**config.mk**
```make
export PLATFORM = sky130hd
export DESIGN_NAME = mem_sync_arbiter_flat
export DESIGN_NICKNAME = d
export VERILOG_FILES = /design/src/rtl/mem_sync_arbiter_if.sv /design/src/rtl/mem_sync_arbiter.sv /design/src/flat_wrapper.sv
export SDC_FILE = /design/constraint.sdc
export NUM_CORES = 1
export LEC_CHECK = 0
export ABC_CLOCK_PERIOD_IN_PS = 8000
export BUFFER_PORTS_ARGS = -buffer_cell sky130_fd_sc_hd__buf_2
export CAP_MARGIN = 20
export CORE_ASPECT_RATIO = 0.9
export CORE_MARGIN = 2
export CORE_UTILIZATION = 60
export CTS_BUF_LIST = sky130_fd_sc_hd__clkbuf_4 sky130_fd_sc_hd__clkbuf_8
export DETAILED_ROUTE_END_ITERATION = 7
export PLACE_DENSITY = 0.83
export SETUP_SLACK_MARGIN = 0.02
export SYNTH_ARGS = -nofsm -noshare
export SYNTH_HDL_FRONTEND = slang
export SYNTH_SLANG_ARGS = --single-unit
```
**constraint.sdc**
```tcl
create_clock -name clk -period 8 [get_ports clk]
set_input_delay 0.8 -clock clk [delete_from_list [all_inputs] [get_ports clk]]
set_output_delay 0.8 -clock clk [all_outputs]
set_load 0.01 [all_outputs]
```
**src/rtl/mem_sync_arbiter_if.sv**
```systemverilog
// Request/grant bundle between the MEMSync bank caches and the transfer-channel arbiter.
// master = bank side (drives requests), slave = arbiter side (drives grants).
interface mem_sync_arbiter_if #(
  parameter int BGWIDTH = 2,
  parameter int BAWIDTH = 2
);
  localparam int IDW  = BGWIDTH + BAWIDTH;
  localparam int NREQ = 2 ** IDW;

  logic [NREQ-1:0] req;
  logic [NREQ-1:0] req_wb;
  logic [NREQ-1:0] grant;
  logic [IDW-1:0]  grant_id;
  logic            grant_wb;
  logic [NREQ-1:0] sync;
  logic            busy;
  logic            stall;

  modport master (
    output req, req_wb,
    input  grant, grant_id, grant_wb, sync, busy, stall
  );

  modport slave (
    input  req, req_wb,
    output grant, grant_id, grant_wb, sync, busy, stall
  );
endinterface

```
**src/rtl/mem_sync_arbiter.sv**
```systemverilog
// Round-robin owner of the single backing-memory transfer channel shared by all bank caches.
// Build macro SYNC_WB_PRIORITY_EN: pending writebacks win arbitration over fills.
module mem_sync_arbiter #(
  parameter int BGWIDTH    = 2,
  parameter int BAWIDTH    = 2,
  parameter int XFERCYCLES = 8
) (
  input  logic              clk,
  input  logic              reset,
  mem_sync_arbiter_if.slave bus
);
  localparam int IDW  = BGWIDTH + BAWIDTH;
  localparam int NREQ = 2 ** IDW;
  localparam logic [7:0] XFER_LAST = 8'(XFERCYCLES - 1);

  typedef enum logic [1:0] {S_IDLE, S_XFER, S_DONE} state_t;

  state_t          state_q, state_d;
  logic [IDW-1:0]  rr_ptr_q, rr_ptr_d;
  logic [IDW-1:0]  id_q, id_d;
  logic [7:0]      count_q, count_d;
  logic [NREQ-1:0] grant_q, grant_d;
  logic [NREQ-1:0] sync_q, sync_d;
  logic            wb_q, wb_d;
  logic            busy_q, busy_d;

  logic [NREQ-1:0] cand;
  logic [IDW-1:0]  scan_id;
  logic [IDW-1:0]  pick_id;
  logic            pick_valid;

  // Round-robin pick: scan downwards so the candidate nearest rr_ptr is written last and wins.
  always_comb begin
`ifdef SYNC_WB_PRIORITY_EN
    cand = (|(bus.req & bus.req_wb)) ? (bus.req & bus.req_wb) : bus.req;
`else
    cand = bus.req;
`endif
    pick_valid = 1'b0;
    pick_id    = '0;
    scan_id    = '0;
    for (int k = NREQ - 1; k >= 0; k--) begin
      scan_id = rr_ptr_q + IDW'(k);
      if (cand[scan_id]) begin
        pick_valid = 1'b1;
        pick_id    = scan_id;
      end
    end
  end

  always_comb begin
    // NOTE: every output gets a default before the case; any path that skipped one would infer a latch.
    state_d  = state_q;
    rr_ptr_d = rr_ptr_q;
    id_d     = id_q;
    count_d  = count_q;
    grant_d  = grant_q;
    wb_d     = wb_q;
    sync_d   = '0;

    unique case (state_q)
      S_IDLE: begin
        if (pick_valid) begin
          state_d          = S_XFER;
          grant_d          = '0;
          grant_d[pick_id] = 1'b1;
          id_d             = pick_id;
          wb_d             = bus.req_wb[pick_id];
          count_d          = XFER_LAST;
        end
      end
      S_XFER: begin
        // A dropped request abandons the transfer silently; the bank retries later.
        if (!bus.req[id_q]) begin
          state_d  = S_IDLE;
          grant_d  = '0;
          id_d     = '0;
          wb_d     = 1'b0;
          rr_ptr_d = id_q + IDW'(1);
        end else if (count_q == '0) begin
          state_d  = S_DONE;
          grant_d  = '0;
          id_d     = '0;
          wb_d     = 1'b0;
          sync_d   = grant_q;
          rr_ptr_d = id_q + IDW'(1);
        end else begin
          count_d = count_q - 8'd1;
        end
      end
      S_DONE: begin
        state_d = S_IDLE;
      end
      default: begin
        state_d = S_IDLE;
        grant_d = '0;
        id_d    = '0;
        wb_d    = 1'b0;
      end
    endcase

    busy_d = (state_d != S_IDLE);
  end

  // NOTE: sequential state uses non-blocking assignments so every register samples pre-edge values.
  always_ff @(posedge clk or posedge reset) begin
    if (reset) begin
      state_q  <= S_IDLE;
      rr_ptr_q <= '0;
      id_q     <= '0;
      count_q  <= '0;
      grant_q  <= '0;
      wb_q     <= 1'b0;
      sync_q   <= '0;
      busy_q   <= 1'b0;
    end else begin
      state_q  <= state_d;
      rr_ptr_q <= rr_ptr_d;
      id_q     <= id_d;
      count_q  <= count_d;
      grant_q  <= grant_d;
      wb_q     <= wb_d;
      sync_q   <= sync_d;
      busy_q   <= busy_d;
    end
  end

  assign bus.grant    = grant_q;
  assign bus.grant_id = id_q;
  assign bus.grant_wb = wb_q;
  assign bus.sync     = sync_q;
  assign bus.busy     = busy_q;
  // Stall stays combinational so a bank sees it in the same cycle it raises req.
  assign bus.stall    = |(bus.req & ~grant_q);
endmodule

```
**src/flat_wrapper.sv**
```systemverilog
// flat-port wrapper written by rule: the top's interface ports become plain ports
module mem_sync_arbiter_flat 
#(
  parameter int BGWIDTH    = 2,
  parameter int BAWIDTH    = 2,
  parameter int XFERCYCLES = 8
)
  (clk, reset, bus_req, bus_req_wb, bus_grant, bus_grant_id, bus_grant_wb, bus_sync, bus_busy, bus_stall);
  mem_sync_arbiter_if #(.BGWIDTH(BGWIDTH), .BAWIDTH(BAWIDTH)) bus_i ();
  input  logic clk;
  input  logic reset;
  input wire logic [$bits(bus_i.req)-1:0] bus_req;
  input wire logic [$bits(bus_i.req_wb)-1:0] bus_req_wb;
  output wire logic [$bits(bus_i.grant)-1:0] bus_grant;
  output wire logic [$bits(bus_i.grant_id)-1:0] bus_grant_id;
  output wire logic [$bits(bus_i.grant_wb)-1:0] bus_grant_wb;
  output wire logic [$bits(bus_i.sync)-1:0] bus_sync;
  output wire logic [$bits(bus_i.busy)-1:0] bus_busy;
  output wire logic [$bits(bus_i.stall)-1:0] bus_stall;
  assign bus_i.req = bus_req;
  assign bus_i.req_wb = bus_req_wb;
  assign bus_grant = bus_i.grant;
  assign bus_grant_id = bus_i.grant_id;
  assign bus_grant_wb = bus_i.grant_wb;
  assign bus_sync = bus_i.sync;
  assign bus_busy = bus_i.busy;
  assign bus_stall = bus_i.stall;
  mem_sync_arbiter #(.BGWIDTH(BGWIDTH), .BAWIDTH(BAWIDTH), .XFERCYCLES(XFERCYCLES)) u_core (.clk(clk), .reset(reset), .bus(bus_i));
endmodule
```
### Word-level counts from Yosys, hierarchy flattened

Cells that the tools add are included.

* bits of input ports: 34
* ROM bits: 0
* output and inout bits: 39
* register bits: 52
* memories kept: 0
* memory bits (writable): 0
* latch bits: 0

* order comparisons: 19
* multiply operators: 0
* shifts and indexed selects: 0
* mux-type cells: 95
* bitwise operators: 3
* reduce and logical (&&, ||, !) cells: 9
* eq/ne operators: 7
* add/sub/neg operators: 17
* div/mod/pow operators: 0

Operators with widths (number)
* $mux 16: 6
* $lt 4x5->1 const B: 18
* $mux 4: 21
* $bmux 1 s4: 18
* $pmux 16 s3: 1
* $mux 1: 38
* $add 4x4->4 const B: 8
* $mux 8: 3
* $add 4x3->4 const B: 4
* $and 16x16->16: 1
* $not 16->16: 1
* $pmux 8 s2: 1
* $reduce_or 16->1: 1
* $pmux 4 s3: 1
* $add 4x1->4 const B: 2
* $add 4x2->4 const B: 2
* $logic_not 8->1: 1
* $sub 8x1->8 const B: 1
* $mux 2: 3
* $demux 1 s4: 1
* $ge 4x1->1 const B: 1
* $ne 2x1->1 const B: 2
* $ne 2x2->1 const B: 2
* $pmux 2 s2: 1
* other kinds (11): 12

### Logic depth before layout (Yosys ltp)

Gate-level depths: netlist of run 1.

* depth after elaboration: 25
* gate-level depth with buffers: 19

### Worst setup path after synthesis of run 1

Ideal clock, no wire load.

* kind: reg-to-reg
* start: register u_core.rr_ptr_q[1]
* end: register u_core.wb_q, in the netlist u_core.bus.grant_wb
* clock period less this slack: 4.253 ns
* stages on the path, launching flop included: 18
* slack: 3.747 ns
* data arrival time: 4.129 ns
* path buffers: 4
* required time: 7.877 ns
* library setup time: 0.123 ns
* cell sequence: dfrtp_1 -> buf_2 -> clkinv_1 -> ha_1 -> buf_6 -> buf_6 -> mux2_4 -> mux2_2 -> mux4_2 -> nor2_1 -> o211ai_1 -> o2111a_1 -> o41ai_2 -> buf_6 -> mux2i_1 -> mux2i_1 -> o221ai_1 -> o21ai_1

* longest elaborated chain between the ends: 23
* elaborated cells on any way between the ends: 85
* those cells by class: add/sub: 15; eq/ne: 1; mux: 68; reduce/logical: 1

Ends and longest elaborated chain
* from (decl): line mem_sync_arbiter.sv:19 `logic [IDW-1:0] rr_ptr_q, rr_ptr_d;`
* from (signal assigned): line mem_sync_arbiter.sv:118 `rr_ptr_q <= rr_ptr_d;`
* $add 4x4->4: line mem_sync_arbiter.sv:43 `scan_id = rr_ptr_q + IDW'(k);`
* $bmux 1 s4: line mem_sync_arbiter.sv:44 `if (cand[scan_id]) begin`
* $mux 1 (not written as such): line mem_sync_arbiter.sv:44
* $mux 4 (16 in series): line mem_sync_arbiter.sv:44
* $bmux 1 s4: line mem_sync_arbiter.sv:68 `wb_d = bus.req_wb[pick_id];`
* $mux 1 (not written as such): line mem_sync_arbiter.sv:68
* $mux 1: line mem_sync_arbiter.sv:63 `if (pick_valid) begin`
* $pmux 1 s3: line mem_sync_arbiter.sv:61 `unique case (state_q)`
* to (signal assigned): line mem_sync_arbiter.sv:122 `wb_q <= wb_d;`
* to (decl): line mem_sync_arbiter.sv:24 `logic wb_q, wb_d;`

Several ways; a longest one is shown, not always the timed one. The select of a mux whose other input is x is not followed.
A chain may end at the register's enable or synchronous reset.

### Worst setup path in the final report of run 1

* start: register u_core.rr_ptr_q[1]
* end: register u_core.id_q[2], in the netlist u_core.bus.grant_id[2]

* longest elaborated chain between the ends: 21
* elaborated cells on any way between the ends: 83
* those cells by class: add/sub: 15; eq/ne: 1; mux: 66; reduce/logical: 1

Ends and longest elaborated chain
* $add 4x4->4: line mem_sync_arbiter.sv:43
* $bmux 1 s4: line mem_sync_arbiter.sv:44
* $mux 1 (not written as such): line mem_sync_arbiter.sv:44
* $mux 4 or $mux 1 (tied branches) (16 in series): line mem_sync_arbiter.sv:44
* $mux 4 or $ne 2x1->1 (tied branches)
* $pmux 4 s3 or $reduce_and 3->1 (tied branches)
* to (signal assigned): line mem_sync_arbiter.sv:119 `id_q <= id_d;`
* to (decl): line mem_sync_arbiter.sv:20 `logic [IDW-1:0] id_q, id_d;`

Several ways; a longest one is shown, not always the timed one. The select of a mux whose other input is x is not followed.

==> run metrics, run 1 <==
total CTS buffers=5; number of nets in the final layout=604; Clock H-tree levels=2; DP HPWL=10,600 microns; arithmetic-cell share of the synthesized area counting full adders, half adders and majority gates=0.0237; top-level port count=73; proportion of synthesized chip area in sequential cells=0.274; busiest layer in global routing=met2; total number of vias=4,566; wire length of the first global-routing pass=around 23,000 microns; total wire length after detailed routing=between 10,000 and 15,000 microns; Post-Place Setup Slack=~2.4 ns; residual antenna-violating net count after detailed routing=0; xor-xnor portion of the synthesized cell area=0.0329; compound-cell area share of the yosys netlist=0.170; all-layer global routing usage=0.338; main combinational cell family by area after synthesis=multiplexers; crit path max fanout=23; transition time at the pin with the least slew margin=~1.0 ns; count of warnings emitted by yosys=0; worst-case hold slack=0.359 ns; Row Count=30; mux contribution to synthesized area=0.279; share of the cycle needed by the critical path after routing=0.717; number of hold violations in the final report=0; count of filler cells inserted in the layout=roughly 590; Post-Syn Area per Cell=approximately 9.5 sq um; Die Y-Extent=88.4 microns; Worst setup SP type=flip-flop; Mapped Cells=approximately 500; launch instance of the worst register-to-register path=u_core.rr_ptr_q[1]$_DFFE_PP0P_; syn nets=about 540; global-route track usage on met3=0.0798; register clock-pin slew on the reported worst setup and hold paths=roughly 0.10 ns; GRT Residual Overflow=0; met2 GRT Util=0.504; area of all sequential standard cells=roughly 0.0013 sq mm; cts-stage hold buffer count=0; f_max=174 MHz; Max-cap violations=0; worst min-delay path category=primary input to async pin; Worst EP required=8.20 ns; placer's final routability congestion estimate=just under 1; worst reg-to-reg path cell count=13; arrival time worst endpoint=about 6 ns; status=finished, final reports clean; synthesis-stage register bit count=52; pin count of the biggest net entering global routing=53; post-placement cell count=648; number of instances resized during post-cts repair=0; clock skew=around 0.008 ns; starting density of the core=0.624; max-slew violation count=0; Avg WL per Cell=22.2 microns; Fin Setup TNS=0 ns; fraction of synthesis flops using an asynchronous set or reset pin=1.00; EDFF count, synth=0; netlist area before placement=roughly 0.0048 sq mm; die width=between 90 and 100 microns; Finish-stage setup viols=0; area enclosed by the die boundary=just under 0.009 sq mm; ANT cells=0; drt first-iter violations=~530; worst relative slew slack=0.333; number of remaining DRC errors=0; basic-gate share of the synthesized area counting and, or, nand and nor cells=0.168; fraction of final layout cells with drive strength greater than 1=0.266; TritonCTS clock tree=done; final cell count without fillers=between 600 and 700; via-per-instance ratio=~6.9; r2r setup slk=between 2 and 2.5 ns; commonest cells after routing, fill and taps aside=72 x sky130_fd_sc_hd__buf_2, 52 x sky130_fd_sc_hd__dfrtp_1, 49 x sky130_fd_sc_hd__nand2_1, 38 x sky130_fd_sc_hd__nor2_1, 34 x sky130_fd_sc_hd__mux2i_1; endpoint type of the worst setup path=flip-flop; vias in the first global route=about 4,300; area growth from synthesis to layout=10.4%; met1 Track Usage GR=0.493; antenna violations before repair=0; Unique masters post-synth=64; unrepaired setup endpoints after global routing=false; total of buffers placed on input and output ports=72; worst reg2reg path endpoint=u_core.bus.grant_id[2]$_DFFE_PP0P_; Core Area=roughly 0.0076 sq mm; min Tclk post-route=5.74 ns; number of buffers inserted to repair setup after CTS=0; clock latency on the worst-skew pair=0.31 ns; number of sinks on the clock net=52; total iterations of the first detailed-routing run=5; area of the multi-input gates=0.00320 sq mm; root cell of the clock tree=sky130_fd_sc_hd__clkbuf_8; critical path start-end classification=flip-flop to flip-flop; maximum number of buffers from clock root to sink=2; most instantiated flip-flop cell in the synthesis netlist=sky130_fd_sc_hd__dfrtp_1; final setup slack of the worst path=2.26 ns; most frequent standard cell in the layout excluding fill and tap cells=sky130_fd_sc_hd__buf_2
## critical path, cell delays in order (launching register included)
cell,delay [ns]
sky130_fd_sc_hd__dfrtp_1,0.34
sky130_fd_sc_hd__buf_4,0.32
sky130_fd_sc_hd__clkinv_1,0.49
sky130_fd_sc_hd__ha_1,0.99
sky130_fd_sc_hd__mux4_1,0.73
sky130_fd_sc_hd__mux2i_1,0.39
sky130_fd_sc_hd__nor2_1,0.13
sky130_fd_sc_hd__or2_0,0.34
sky130_fd_sc_hd__or2_1,0.31
sky130_fd_sc_hd__nor4_2,0.35
sky130_fd_sc_hd__or3_1,0.25
sky130_fd_sc_hd__inv_2,0.10
sky130_fd_sc_hd__a211o_1,0.56
sky130_fd_sc_hd__a22o_1,0.33
## synthesized netlist by cell type (all sizes together) (10+ instances only)
library cell | instances | area share
clkbuf | 11 | 0.0087
o22ai | 10 | 0.013
buf | 14 | 0.022
xor2 | 12 | 0.024
mux4 | 32 | 0.15
a21oi | 20 | 0.021
a221oi | 10 | 0.018
dfrtp | 52 | 0.27
nor3 | 14 | 0.015
nor2 | 39 | 0.031
nand2 | 49 | 0.039
o21ai | 32 | 0.034
mux2 | 22 | 0.055
mux2i | 34 | 0.072
nand3 | 10 | 0.011
inv | 26 | 0.021
and2 | 13 | 0.017
## worst max path at each step
stage / slack (ns) / startpoint / cells past startpoint / endpoint
4_1_cts: 2.39 / u_core.rr_ptr_q[1]$_DFFE_PP0P_ / 13 / u_core.bus.grant_id[2]$_DFFE_PP0P_
5_1_grt: 1.93 / u_core.rr_ptr_q[1]$_DFFE_PP0P_ / 14 / u_core.bus.grant[8]$_DFFE_PP0P_
3_5_place_dp: 2.43 / u_core.rr_ptr_q[1]$_DFFE_PP0P_ / 13 / u_core.bus.grant_id[2]$_DFFE_PP0P_
2_1_floorplan: 3.75 / u_core.rr_ptr_q[1]$_DFFE_PP0P_ / 17 / u_core.bus.grant_wb$_DFFE_PP0P_
3_3_place_gp: 2.49 / u_core.rr_ptr_q[1]$_DFFE_PP0P_ / 13 / u_core.bus.grant_id[3]$_DFFE_PP0P_
6_report: 2.26 / u_core.rr_ptr_q[1]$_DFFE_PP0P_ / 13 / u_core.bus.grant_id[2]$_DFFE_PP0P_
## cell type report
class	count	area share
well taps	96	0.0229
inverters	27	0.0193
multi-input cells	397	0.610
repair buffers	78	0.0834
clock inverters	2	0.00310
flip-flops and latches	52	0.248
clock buffers	5	0.0131
## state kept, by name, summed over array words and instances (netlist names)
name,cells
u_core.rr_ptr_q,4
u_core.state_q,2
u_core.bus.sync,16
u_core.bus.grant,16
u_core.bus.grant_id,4
u_core.bus.busy,1
u_core.bus.grant_wb,1
u_core.count_q,8
## metrics by stage
step / instance area, sq um / utilization
after floorplan: 4750 / -
after global placement: 5120 / 0.671
after detailed placement: 5120 / 0.671
after CTS: 5200 / 0.683
after global routing: 5250 / 0.689
final: 5250 / 0.689
## cells by family after synthesis
| logic type | after synthesis |
|---|---|
| compound gates | 119 |
| flops | 52 |
| simple gates | 164 |
| fa+ha+maj | 9 |
| mux | 88 |
| buf+inv | 52 |
| xor+xnor | 17 |
## per-layer routing
| metal | routed length [microns] | part of all wire |
|---|---|---|
| met5 | 0 | 0 |
| met4 | 421 | 0.029 |
| met3 | 1980 | 0.14 |
| met2 | 6320 | 0.43 |
| met1 | 5870 | 0.40 |
Power of run 1 is not shown: default switching activity piles up to over one toggle a cycle in this logic, so the estimate is an artifact.
==> run 2: changes to the inputs <==
--- a/config.mk
+++ b/config.mk
@@ -5,7 +5,7 @@
 export SDC_FILE = /design/constraint.sdc
 export NUM_CORES = 1
 export LEC_CHECK = 0
-export ABC_CLOCK_PERIOD_IN_PS = 8000
+export ABC_CLOCK_PERIOD_IN_PS = 5700
 export BUFFER_PORTS_ARGS = -buffer_cell sky130_fd_sc_hd__buf_2
 export CAP_MARGIN = 20
 export CORE_ASPECT_RATIO = 0.9
==> constraint.sdc (replaced) <==
create_clock -name clk -period 5.7 [get_ports clk]
set_input_delay 0.57 -clock clk [delete_from_list [all_inputs] [get_ports clk]]
set_output_delay 0.57 -clock clk [all_outputs]
set_load 0.01 [all_outputs]
==> run 2 against run 1 <==
Net effect: critical endpoint is now u_core.bus.grant[4]$_DFFE_PP0P_; via count rose by 3.7%; critical path depth fell by 1; non-clock buffer count rose by 4; highest routed layer unchanged; wire length rose by 4.8%; sequential share of layout area fell by 0.48 points; clock skew rose by 0.0013 ns; utilization rose by 1.4 points; final area rose by 2.0%; global-route usage rose by 1.2 points; clock-buffer cell count did not move; flip-flop and latch count did not move.
==> run metrics, run 2 (same netlist as run 1, synthesis figures left out) <==
status=finished, final reports clean; Routed met3 length=2290 microns; startpoint of the most critical setup path=u_core.rr_ptr_q[0]$_DFFE_PP0P_; Worst EP required=~5.9 ns; total of buffers placed on input and output ports=72; total iterations of the first detailed-routing run=6; launch instance of the worst register-to-register path=u_core.rr_ptr_q[0]$_DFFE_PP0P_; maximum number of buffers from clock root to sink=2; TritonCTS clock tree=done; total CTS buffers=5; r2r setup slk=0.54 ns; cts-stage hold buffer count=0; all-layer global routing usage=0.350; count of filler cells inserted in the layout=564; total number of vias=about 4,700; crit path max fanout=34; number of buffers inserted to repair setup after CTS=0; ANT cells=0; commonest cells after routing, fill and taps aside=72 x sky130_fd_sc_hd__buf_2, 52 x sky130_fd_sc_hd__dfrtp_1, 49 x sky130_fd_sc_hd__nand2_1, 38 x sky130_fd_sc_hd__nor2_1, 34 x sky130_fd_sc_hd__mux2i_1; vias in the first global route=between 4,000 and 5,000; clock skew=0.00936 ns; worst reg-to-reg path cell count=12; register clock-pin slew on the reported worst setup and hold paths=about 0.1 ns; total wire length after detailed routing=~15,000 microns; die width=between 90 and 100 microns; number of nets in the final layout=~610; Core Area=roughly 0.0076 sq mm; antenna violations before repair=0; worst setup path endpoint=u_core.bus.grant[4]$_DFFE_PP0P_; wire length of the first global-routing pass=23,800 microns; unrepaired setup endpoints after global routing=false; slowest stage delay, CP=between 0.7 and 0.8 ns; transition time at the pin with the least slew margin=roughly 0.95 ns; critical path start-end classification=flip-flop to flip-flop; most frequent standard cell in the layout excluding fill and tap cells=sky130_fd_sc_hd__buf_2; max-slew violation count=0; slowest CP cell=sky130_fd_sc_hd__xor2_1; met2 routed wirelength=6560 microns; worst relative slew slack=0.348; Row Count=30; clock latency on the worst-skew pair=0.31 ns; Worst setup SP type=flip-flop; GRT Residual Overflow=0; endpoint type of the worst setup path=flip-flop; number of hold violations in the final report=0; ordered list of cells on the worst path=buf_4 > ha_1 > xor2_1 > mux2_2 > mux2i_1 > o2111ai_1 > nor4_2 > or3_1 > inv_2 > a211o_1 > nand2_1 > o21ai_0; worst reg2reg path endpoint=u_core.bus.grant[4]$_DFFE_PP0P_; min Tclk post-route=roughly 5.2 ns; via-per-instance ratio=just over 7; Max-cap violations=0; area growth from synthesis to layout=12.6%; pin count of the biggest net entering global routing=53; Fin Setup TNS=0 ns; residual antenna-violating net count after detailed routing=0; Die Y-Extent=88.4 microns; top-level port count=between 70 and 80; fraction of final layout cells with drive strength greater than 1=0.272; f_max=194 MHz; arrival time worst endpoint=5.32 ns; Clock H-tree levels=2; DP HPWL=around 11,000 microns; top routing layer used=met4; number of remaining DRC errors=0; worst min-delay path category=primary input to async pin; Finish-stage setup viols=0; number of sinks on the clock net=52; share of the cycle needed by the critical path after routing=0.905; drt first-iter violations=between 600 and 700; number of instances resized during post-cts repair=0; starting density of the core=0.624; placer's final routability congestion estimate=around 1.0; wire length the detailed router placed on met1=between 5000 and 6000 microns; area enclosed by the die boundary=between 0.008 and 0.009 sq mm; root cell of the clock tree=sky130_fd_sc_hd__clkbuf_8; Avg WL per Cell=23.1 microns
## run 2: changes by cell type in the layout (fill, tap and decap cells not counted), sizes merged
| cell | delta |
|---|---|
| buf | +4 |
| bufinv | +3 |
| clkinvlp | -1 |
| inv | -1 |
## run 2: final cells by class
cell class                 instances  area, sq um  area share
clock inverter                     3         90.1      0.0168
timing repair buffer              82          468      0.0874
multi-input combinational        397         3200       0.598
inverter                          27          101      0.0189
tap                               96          120      0.0224
sequential                        52         1300       0.243
clock buffer                       5         68.8      0.0129
## run 2: worst min path at each step
| stage | slack [ns] | startpoint | end | cells after the start |
|---|---|---|---|---|
| floorplan | 0.51 | u_core.count_q[7]$_DFFE_PP0P_ | u_core.count_q[7]$_DFFE_PP0P_ | 2 |
| global placement | 0.50 | u_core.bus.grant_wb$_DFFE_PP0P_ | u_core.bus.grant_wb$_DFFE_PP0P_ | 2 |
| detailed placement | 0.48 | u_core.bus.grant_wb$_DFFE_PP0P_ | u_core.bus.grant_wb$_DFFE_PP0P_ | 2 |
| CTS | 0.51 | u_core.bus.grant_wb$_DFFE_PP0P_ | u_core.bus.grant_wb$_DFFE_PP0P_ | 2 |
| global route | 0.15 | reset | u_core.count_q[3]$_DFFE_PP0P_ | 2 |
| finish | 0.15 | reset | u_core.count_q[3]$_DFFE_PP0P_ | 2 |
## run 2: worst max-delay path, delay by kind of cell, from the launching register on
kind,cells,cell delay (ns)
AOI/OAI and AO/OA,3,1.00
xor gates and xnor gates,1,0.75
adders and majority gates,1,0.43
buffers and inverters,2,0.50
DFF,1,0.37
muxes,2,0.93
and+or+nand+nor,3,1.00
## run 2: per-layer routing
| layer | global-route usage | vias up |
|---|---|---|
| met5 | 0 | - |
| met4 | 0.0745 | 0 |
| met3 | 0.0987 | 54 |
| met2 | 0.537 | 407 |
| met1 | 0.504 | 2273 |
| li1 | - | 2002 |
## run 2: through the flow
| stage | cell area, sq um | utilization | hold slack, ns | cells | worst slack, ns |
|---|---|---|---|---|---|
| after CTS | 5310 | 0.696 | 0.510 | 660 | 0.803 |
| final | 5350 | 0.702 | 0.146 | 662 | 0.543 |
| after floorplan | 4750 | - | 0.505 | 501 | 1.45 |
| after detailed placement | 5150 | 0.675 | 0.478 | 652 | 0.894 |
| after global placement | 5150 | 0.675 | 0.499 | 652 | 0.937 |
| after global routing | 5350 | 0.702 | 0.153 | 662 | 0.321 |
Power of run 2 is left out for the same reason.
==> run 3: changes to the inputs <==
--- a/config.mk
+++ b/config.mk
@@ -13,6 +13,7 @@
 export CORE_UTILIZATION = 60
 export CTS_BUF_LIST = sky130_fd_sc_hd__clkbuf_4 sky130_fd_sc_hd__clkbuf_8
 export DETAILED_ROUTE_END_ITERATION = 7
+export GPL_TIMING_DRIVEN = 0
 export PLACE_DENSITY = 0.83
 export SETUP_SLACK_MARGIN = 0.02
 export SYNTH_ARGS = -nofsm -noshare
==> run 3 against run 2 <==
Net effect: final cell count grew 2.4%; worst setup slack worse by 0.078 ns; first-iteration DRC count fell by 7.5%; sequential share of layout area fell by 0.091 points; wire length decreased by 2.9%; hold slack improved by 0.017 ns; clock-buffer cell count unchanged; register-to-register slack got worse by 0.08 ns; non-clock buffer count grew 16; via count shrank 0.13%; largest cell class unchanged.
==> run metrics, run 3 (same netlist as run 1, synthesis figures left out) <==
unrepaired setup endpoints after global routing=false; clock skew=about 0.0085 ns; Finish-stage setup viols=0; via-per-instance ratio=6.98; min Tclk post-route=between 5 and 6 ns; area growth from synthesis to layout=13.0%; share of the cycle needed by the critical path after routing=0.918; maximum number of buffers from clock root to sink=2; Row Count=30; f_max=~190 MHz; starting density of the core=0.624; TritonCTS clock tree=done; pin count of the biggest net entering global routing=between 40 and 50; worst relative slew slack=0.476; die width=just under 100 microns; DP HPWL=about 11,000 microns; total CTS buffers=5; total number of vias=4,730; endpoint type of the worst setup path=flip-flop; total of buffers placed on input and output ports=a little over 70; vias in the first global route=approximately 4,300; number of hold violations in the final report=0; number of sinks on the clock net=52; count of filler cells inserted in the layout=between 600 and 700; cts-stage hold buffer count=0; root cell of the clock tree=sky130_fd_sc_hd__clkbuf_8; transition time at the pin with the least slew margin=roughly 0.78 ns; fraction of final layout cells with drive strength greater than 1=0.275; Worst EP required=roughly 6 ns; Fin Setup TNS=0 ns; GRT Residual Overflow=0; top-level port count=73; wire length of the first global-routing pass=about 23,000 microns; area of all sequential standard cells=around 0.0013 sq mm; status=finished, final reports clean; antenna violations before repair=0; most frequent standard cell in the layout excluding fill and tap cells=sky130_fd_sc_hd__buf_2; crit path max fanout=11; area of the multi-input gates=roughly 0.0032 sq mm; clock latency on the worst-skew pair=0.31 ns; Worst setup SP type=flip-flop; Die Y-Extent=between 80 and 90 microns; number of nets in the final layout=~620; number of remaining DRC errors=0; residual antenna-violating net count after detailed routing=0; commonest cells after routing, fill and taps aside=79 x sky130_fd_sc_hd__buf_2, 52 x sky130_fd_sc_hd__dfrtp_1, 49 x sky130_fd_sc_hd__nand2_1, 38 x sky130_fd_sc_hd__nor2_1, 33 x sky130_fd_sc_hd__mux2i_1; total iterations of the first detailed-routing run=6; arrival time worst endpoint=roughly 5.4 ns; Avg WL per Cell=21.9 microns; all-layer global routing usage=0.345; placer's final routability congestion estimate=0.986; total wire length after detailed routing=around 15,000 microns; drt first-iter violations=roughly 570; max-slew violation count=0; worst min-delay path category=primary input to async pin; register clock-pin slew on the reported worst setup and hold paths=roughly 0.10 ns; critical path start-end classification=flip-flop to flip-flop; Core Area=~0.0076 sq mm; Clock H-tree levels=2; number of buffers inserted to repair setup after CTS=0; area enclosed by the die boundary=just under 0.009 sq mm; Max-cap violations=0; ANT cells=0
run 3: cell types whose count changed in the layout (fill, tap and decap cells not counted):
cell,previous run,this run
sky130_fd_sc_hd__buf_1,0,1
sky130_fd_sc_hd__mux2i_2,0,1
sky130_fd_sc_hd__clkbuf_1,0,11
sky130_fd_sc_hd__buf_6,0,6
sky130_fd_sc_hd__clkinvlp_4,0,2
sky130_fd_sc_hd__mux2i_1,34,33
sky130_fd_sc_hd__bufinv_16,3,1
sky130_fd_sc_hd__buf_4,8,0
sky130_fd_sc_hd__buf_2,72,79
sky130_fd_sc_hd__clkinv_2,0,1
sky130_fd_sc_hd__clkinv_1,1,0
sky130_fd_sc_hd__buf_16,1,0
run 3: worst paths after layout:
kind	startpoint	end	slack [ns]	cells after the start
max in group asynchronous	reset	u_core.bus.grant[15]$_DFFE_PP0P_	5.06	3
worst max-delay path	u_core.rr_ptr_q[1]$_DFFE_PP0P_	u_core.bus.grant[6]$_DFFE_PP0P_	0.47	17
worst min-delay path	reset	u_core.count_q[5]$_DFFE_PP0P_	0.16	2
worst min register to register	u_core.bus.grant_wb$_DFFE_PP0P_	u_core.bus.grant_wb$_DFFE_PP0P_	0.52	2
worst max register to register	u_core.rr_ptr_q[1]$_DFFE_PP0P_	u_core.bus.grant[6]$_DFFE_PP0P_	0.47	17
min in group clk	u_core.bus.grant_wb$_DFFE_PP0P_	u_core.bus.grant_wb$_DFFE_PP0P_	0.52	2
run 3: per-layer routing:
metal  part of all wire  vias to the layer above  GRT usage
li1                   -                     2037          -
met1               0.39                     2273      0.481
met2               0.45                      387      0.546
met3               0.14                       33      0.103
met4              0.018                        0     0.0669
met5                  0                        -          0
run 3: final cells by class:
type                            count  area share
Buffer                             25      0.0275
Clock buffer                        5      0.0128
Sequential cell                    52       0.242
Clock inverter                      3     0.00792
Multi-Input combinational cell    397       0.597
Tap cell                           96      0.0224
Inverter                           27      0.0196
Timing Repair Buffer               73      0.0708
run 3: what timing repair did:
action                                  4_1_cts  5_1_grt
endpoints found under the setup margin        0       20
hold endpoints to repair                      0        0
resized for setup                             0        2
run 3: worst max-delay path: stages (launching register included):
cell	delay (ns)
sky130_fd_sc_hd__dfrtp_1	0.45
sky130_fd_sc_hd__buf_2	0.33
sky130_fd_sc_hd__clkinvlp_4	0.36
sky130_fd_sc_hd__ha_1	0.45
sky130_fd_sc_hd__buf_6	0.18
sky130_fd_sc_hd__mux4_2	0.58
sky130_fd_sc_hd__mux2i_1	0.37
sky130_fd_sc_hd__nor2_1	0.14
sky130_fd_sc_hd__or2_0	0.24
sky130_fd_sc_hd__clkbuf_1	0.15
sky130_fd_sc_hd__or2_1	0.29
sky130_fd_sc_hd__nor4_2	0.40
sky130_fd_sc_hd__or3_1	0.26
sky130_fd_sc_hd__inv_2	0.10
sky130_fd_sc_hd__a211o_1	0.34
sky130_fd_sc_hd__clkbuf_1	0.24
sky130_fd_sc_hd__nand2_1	0.14
sky130_fd_sc_hd__o21ai_0	0.09
run 3: through the flow:
stage	util	instances	area (sq um)	setup WS (ns)	hold slack, ns
6_report	0.705	678	5370	0.465	0.163
4_1_cts	0.704	678	5370	0.367	0.165
3_3_place_gp	0.687	669	5230	0.600	0.493
5_1_grt	0.705	678	5370	0.116	0.170
2_1_floorplan	-	501	4750	1.45	0.505
3_5_place_dp	0.689	670	5250	0.477	0.487
Power of run 3 is left out for the same reason.
